### config.mk
export PLATFORM = sky130hd
export DESIGN_NAME = poly_idx_counter
export DESIGN_NICKNAME = d
export VERILOG_FILES = /design/src/rtl/ntru_idx_pkg.sv /design/src/rtl/poly_idx_counter_mod_step.sv /design/src/rtl/poly_idx_counter.sv
export SDC_FILE = /design/constraint.sdc
export NUM_CORES = 1
export LEC_CHECK = 0
export ABC_AREA = 0
export CORE_MARGIN = 8
export CORE_UTILIZATION = 30
export CTS_CLUSTER_SIZE = 8
export DETAILED_ROUTE_END_ITERATION = 7
export GPL_TIMING_DRIVEN = 0
export PLACE_DENSITY = 0.52
export SLEW_MARGIN = 20
export SYNTH_ARGS = -nofsm -noshare
export SYNTH_HDL_FRONTEND = slang
export SYNTH_HIERARCHICAL = 1
export SYNTH_SLANG_ARGS = --single-unit
### constraint.sdc
create_clock -name clk -period 5.57 [get_ports clk]
set_clock_uncertainty 0.05 [all_clocks]
set_input_delay 1.114 -clock clk [delete_from_list [all_inputs] [get_ports clk]]
set_output_delay 1.114 -clock clk [all_outputs]
set_load 0.05 [all_outputs]
### src/rtl/ntru_idx_pkg.sv
// Shared constants and state encoding for the NTRU-HRSS polynomial index counter.
package ntru_idx_pkg;

  localparam int N_HRSS = 701;
  localparam int IDX_W  = 10;

  typedef enum logic [1:0] {
    IDLE = 2'd0,
    RUN  = 2'd1,
    DONE = 2'd2
  } idx_state_t;

endpackage

### src/rtl/poly_idx_counter_mod_step.sv
// Combinational modular step: next = (idx +/- STEP) mod MOD, with a wrap flag on carry/borrow.
module mod_step #(
  parameter int WIDTH = 10,
  parameter int MOD   = 701,
  parameter int STEP  = 1
) (
  input  logic [WIDTH-1:0] idx,
  input  logic             dir,
  output logic [WIDTH-1:0] nxt,
  output logic             wrap
);

  localparam logic [WIDTH:0]   MOD_W  = (WIDTH+1)'(MOD);
  localparam logic [WIDTH:0]   STEP_W = (WIDTH+1)'(STEP);
  localparam logic [WIDTH-1:0] MOD_N  = WIDTH'(MOD);
  localparam logic [WIDTH-1:0] STEP_N = WIDTH'(STEP);

  logic [WIDTH:0] sum_s;

  // The range test uses the widened sum; the result itself is exact in WIDTH-bit modular arithmetic
  always_comb begin
    sum_s = {1'b0, idx} + STEP_W;
    nxt   = idx + STEP_N;
    wrap  = 1'b0;
    if (dir) begin
      if (idx < STEP_N) begin
        nxt  = idx - STEP_N + MOD_N;
        wrap = 1'b1;
      end else begin
        nxt  = idx - STEP_N;
        wrap = 1'b0;
      end
    end else begin
      if (sum_s >= MOD_W) begin
        nxt  = idx + STEP_N - MOD_N;
        wrap = 1'b1;
      end else begin
        nxt  = idx + STEP_N;
        wrap = 1'b0;
      end
    end
  end

endmodule

### src/rtl/poly_idx_counter.sv
// Sequential polynomial index generator with valid/advance handshake and cyclic rotation by offset.
// Optional down-counting is enabled by defining POLY_IDX_DOWN_EN (adds the dir input).
module poly_idx_counter
  import ntru_idx_pkg::*;
#(
  parameter int WIDTH = IDX_W,
  parameter int MOD   = N_HRSS,
  parameter int STEP  = 1
) (
  input  logic             clk,
  input  logic             rst_n,
  input  logic             start,
  input  logic [WIDTH-1:0] start_val,
  input  logic [WIDTH-1:0] len,
  input  logic             adv,
`ifdef POLY_IDX_DOWN_EN
  input  logic             dir,
`endif
  output logic [WIDTH-1:0] idx,
  output logic             idx_valid,
  output logic             wrap,
  output logic             last,
  output logic             busy,
  output logic             done,
  output logic             err
);

  localparam logic [WIDTH:0]   MOD_W  = (WIDTH+1)'(MOD);
  localparam logic [WIDTH-1:0] ONE_W  = WIDTH'(1);
  localparam logic [WIDTH-1:0] ZERO_W = {WIDTH{1'b0}};

  idx_state_t       state_r, state_n;
  logic [WIDTH-1:0] idx_r, idx_n;
  logic [WIDTH-1:0] rem_r, rem_n;
  logic             err_r, err_n;
  logic             wrap_r, wrap_n;
  logic             valid_r, last_r, busy_r, done_r;
  logic             dir_s, dir_n;
  logic [WIDTH-1:0] step_nxt_s;
  logic             step_wrap_s;
  logic             bad_param_s;

`ifdef POLY_IDX_DOWN_EN
  logic dir_r;
  assign dir_s = dir_r;
  assign dir_n = (state_r == IDLE && start) ? dir : dir_r;
`else
  assign dir_s = 1'b0;
  assign dir_n = 1'b0;
`endif

  mod_step #(
    .WIDTH (WIDTH),
    .MOD   (MOD),
    .STEP  (STEP)
  ) u_mod_step (
    .idx  (idx_r),
    .dir  (dir_s),
    .nxt  (step_nxt_s),
    .wrap (step_wrap_s)
  );

  assign bad_param_s = ({1'b0, start_val} >= MOD_W) || ({1'b0, len} > MOD_W);

  // Next-state, index and remaining-count logic
  always_comb begin
    state_n = state_r;
    idx_n   = idx_r;
    rem_n   = rem_r;
    err_n   = err_r;
    wrap_n  = 1'b0;
    case (state_r)
      IDLE: begin
        if (start) begin
          if (bad_param_s) begin
            err_n   = 1'b1;
            state_n = DONE;
          end else if (len == ZERO_W) begin
            err_n   = 1'b0;
            state_n = DONE;
          end else begin
            err_n   = 1'b0;
            idx_n   = start_val;
            rem_n   = len;
            state_n = RUN;
          end
        end else begin
          state_n = IDLE;
        end
      end
      RUN: begin
        if (adv) begin
          if (rem_r == ONE_W) begin
            rem_n   = ZERO_W;
            state_n = DONE;
          end else begin
            idx_n  = step_nxt_s;
            rem_n  = rem_r - ONE_W;
            wrap_n = step_wrap_s;
          end
        end else begin
          state_n = RUN;
        end
      end
      DONE:    state_n = IDLE;
      default: state_n = IDLE;
    endcase
  end

  // State and registered outputs; outputs are decoded from the next state so they align with it
  always_ff @(posedge clk or negedge rst_n) begin
    if (!rst_n) begin
      state_r <= IDLE;
      idx_r   <= ZERO_W;
      rem_r   <= ZERO_W;
      err_r   <= 1'b0;
      wrap_r  <= 1'b0;
      valid_r <= 1'b0;
      last_r  <= 1'b0;
      busy_r  <= 1'b0;
      done_r  <= 1'b0;
`ifdef POLY_IDX_DOWN_EN
      dir_r   <= 1'b0;
`endif
    end else begin
      state_r <= state_n;
      idx_r   <= idx_n;
      rem_r   <= rem_n;
      err_r   <= err_n;
      wrap_r  <= wrap_n;
      valid_r <= (state_n == RUN);
      last_r  <= (state_n == RUN) && (rem_n == ONE_W);
      busy_r  <= (state_n != IDLE);
      done_r  <= (state_n == DONE);
`ifdef POLY_IDX_DOWN_EN
      dir_r   <= dir_n;
`endif
    end
  end

  assign idx       = idx_r;
  assign idx_valid = valid_r;
  assign wrap      = wrap_r;
  assign last      = last_r;
  assign busy      = busy_r;
  assign done      = done_r;
  assign err       = err_r;

endmodule

==> flow_summary.yaml <==
sta:
  whs_ps: 502
  rsz0062_at_grt: "no"
  setup_violations: 0
  hold_viol: 0
  fmax_mhz: 293
  slew_headroom_pct: 46.8
  period_share_pct: 61.2
  setup_tns_ps: 0
  tightest_slew_ps: 792
  period_minus_slack_ps: 3410
  fin_ws_ps: 2160
  drv_slew: 0
run_status:
  status: "finished clean"
logic_synthesis:
  yosysWarnings: 6
  synth-edff-count: 0
  yosysUniqueCellTypes: 85
  synth.top_cell.area_share_pct: 24.3
  yosysTopAreaCell: "dfrtp_1"
  syn_avg_cell_area_um2: 7.83
  syn-cell-area_um2: 2880
  netlist_instances: 368
  async_flop_share_pct: 100
  synth_ff_type: "dfrtp_1"
  synth.area.top_cells: "dfrtp_1 (24%), nand2_1 (6.4%), nor2_1 (4.3%)"
  ys_seq_area_share_pct: 24.3
  ys_seq_elements: 28
  yosysMostFrequentCell: "nand2_1"
  synthTopCellsByCount: "nand2_1 (49), nor2_1 (33), dfrtp_1 (28), a21oi_1 (17), a31oi_1 (16)"
route:
  first_iter_violations: 232
  wire_per_inst_um: 17.5
  via_count: 3043
  antenna_left: 0
  drt-total-wl_um: 9470
  route.detailed.drc: 0
  dr.pass1.iters: 4
  via_per_inst: 5.61
floorplan:
  start_util_pct: 31.0
  die_h_um: 114
  dieArea_um2: 13000
  fp.dieW_um: 114
  num_io_pins: 40
  core_um2: 9280
  rows: 35
global_routing:
  grt_first_pass_wirelength_um: 15500
  grt_max_degree: 29
  overflow: 0
  antenna_found_initial: 0
  grt_pass1_vias: 2957
  grt.total_usage_pct: 14.6
place:
  io_buffer_count: 39
  gp_congestion: 0.888
  dpl.cell_count: 538
  dp_hpwl_um: 7510
  pre_cts_ws_ps: 1900
  dpl_cell_area_um2: 3440
finish:
  diodes: 0
  instances_no_fill: 542
  drive_above_1_share_pct: 10.9
  fin_nets: 443
  nFillCells: 1019
  fin_util_pct: 37.8
  stdcell_area_um2: 3510
  area_delta_synth_final_pct: 21.9
min_path:
  min-delay-path-class: "reg -> reg"
  hold_depth: 2
critical_path:
  cp.arrival_ps: 3560
  crit_type: "in -> reg"
  worstPathMaxFanout: 7
  crit_path_end_kind: "register"
  required_ps: 5720
  cp-start-kind: "primary input"
  rr_worst_depth: 11
clock_tree:
  path_clk_slew_ps: 110
  cts_resized: 0
  clkLatencyLatePin_ps: 280
  numCtsBuffers: 3
  numClockSinks: 28
  ctsHoldBuffers: 0
  clockRootBuffer: "clkbuf_8"
  cts_tree: "yes"
  clock_path_buffers: 2
  post_cts_buffers: 0
  cts_max_level: 1
power:
  p_int_uw: 997
  power_leakage_nw: 1.39
  p_comb_share_pct: 73.9
  p_sw_mw: 1.21
  p_sw_share_pct: 54.9
  p_clk_share_pct: 7.3
  p_total_mw: 2.21
  p_seq_share_pct: 18.7
  cellPowerDensity_nw_per_um2: 630
  ir_drop_uv: 254
run:
  cap_violations: 0
==> final timing paths <==
| check | end | from | slack [ps] |
|---|---|---|---|
| max | last | len[7] | 2160 |
| min in group asynchronous | rem_r[9] | rst_n | 800 |
| max reg2reg | idx[8] | idx[0] | 2440 |
| min | err | err | 500 |
| min reg2reg | err | err | 500 |
| max in group asynchronous | idx[4] | rst_n | 4220 |
==> final cells by class <==
type	count	area (um^2)	share of cell area (%)
Inverter	14	52.6	1.50
Tap cell	129	161	4.59
Timing Repair Buffer	39	385	11.0
Clock inverter	1	30.0	0.855
Sequential cell	28	701	19.9
Clock buffer	3	41.3	1.18
Multi-Input combinational cell	307	2030	57.9
Buffer	21	108	3.06
==> worst max-delay path, stage by stage <==
cell and delay, ps:
clkdlybuf4s50_1 570, and4_4 270, nand4_4 150, and4bb_4 260, a21oi_1 580, a221o_2 290
nand4_1 110, nor4_2 220
==> power by group through the flow <==
stage               combinational (mW)  sequential (mW)  clock [mW]
finish                            1.64            0.414       0.162
global route                      1.78            0.430       0.175
CTS                               1.62            0.414       0.166
detailed placement                1.61            0.418           0
global placement                  1.62            0.415           0
floorplan                         1.01            0.559           0
==> routing by layer <==
layer / part of all wire (%) / vias up / track usage, %
li1: - / 1453 / -
met1: 47 / 1468 / 20.5
met2: 45 / 114 / 22.6
met3: 7.0 / 8 / 2.48
met4: 0.96 / 0 / 3.64
met5: 0 / - / 0
==> registers in the layout, indices dropped and copies added (netlist names) <==
name	cells
rem_r	10
done	1
wrap	1
err	1
last	1
busy	1
idx	10
state_r	2
idx_valid	1
==> logic make-up after synthesis <==
group / count (synthesis) / synth area share (%)
simple gates: 185 / 37.6
compound gates: 97 / 24.9
buf+inv: 35 / 5.56
flops: 28 / 24.3
xor+xnor: 15 / 4.56
fa+ha+maj: 5 / 2.17
mux: 2 / 0.738
other cells: 1 / 0.130
==> placed cells by master, fill, tap and decap left out, drive strengths merged, types with 6 or more instances in the layout <==
cell	n
nand2	50
clkdlybuf4s50	38
nor2	33
dfrtp	28
a21oi	17
a31oi	16
inv	14
buf	14
o21ai	13
nand3	13
clkbuf	11
nor3	10
nor4	10
xnor2	9
nand2b	8
and2	7
or3	7
a211o	6
xor2	6
nand4	6
(Power assumes the default switching activity.)
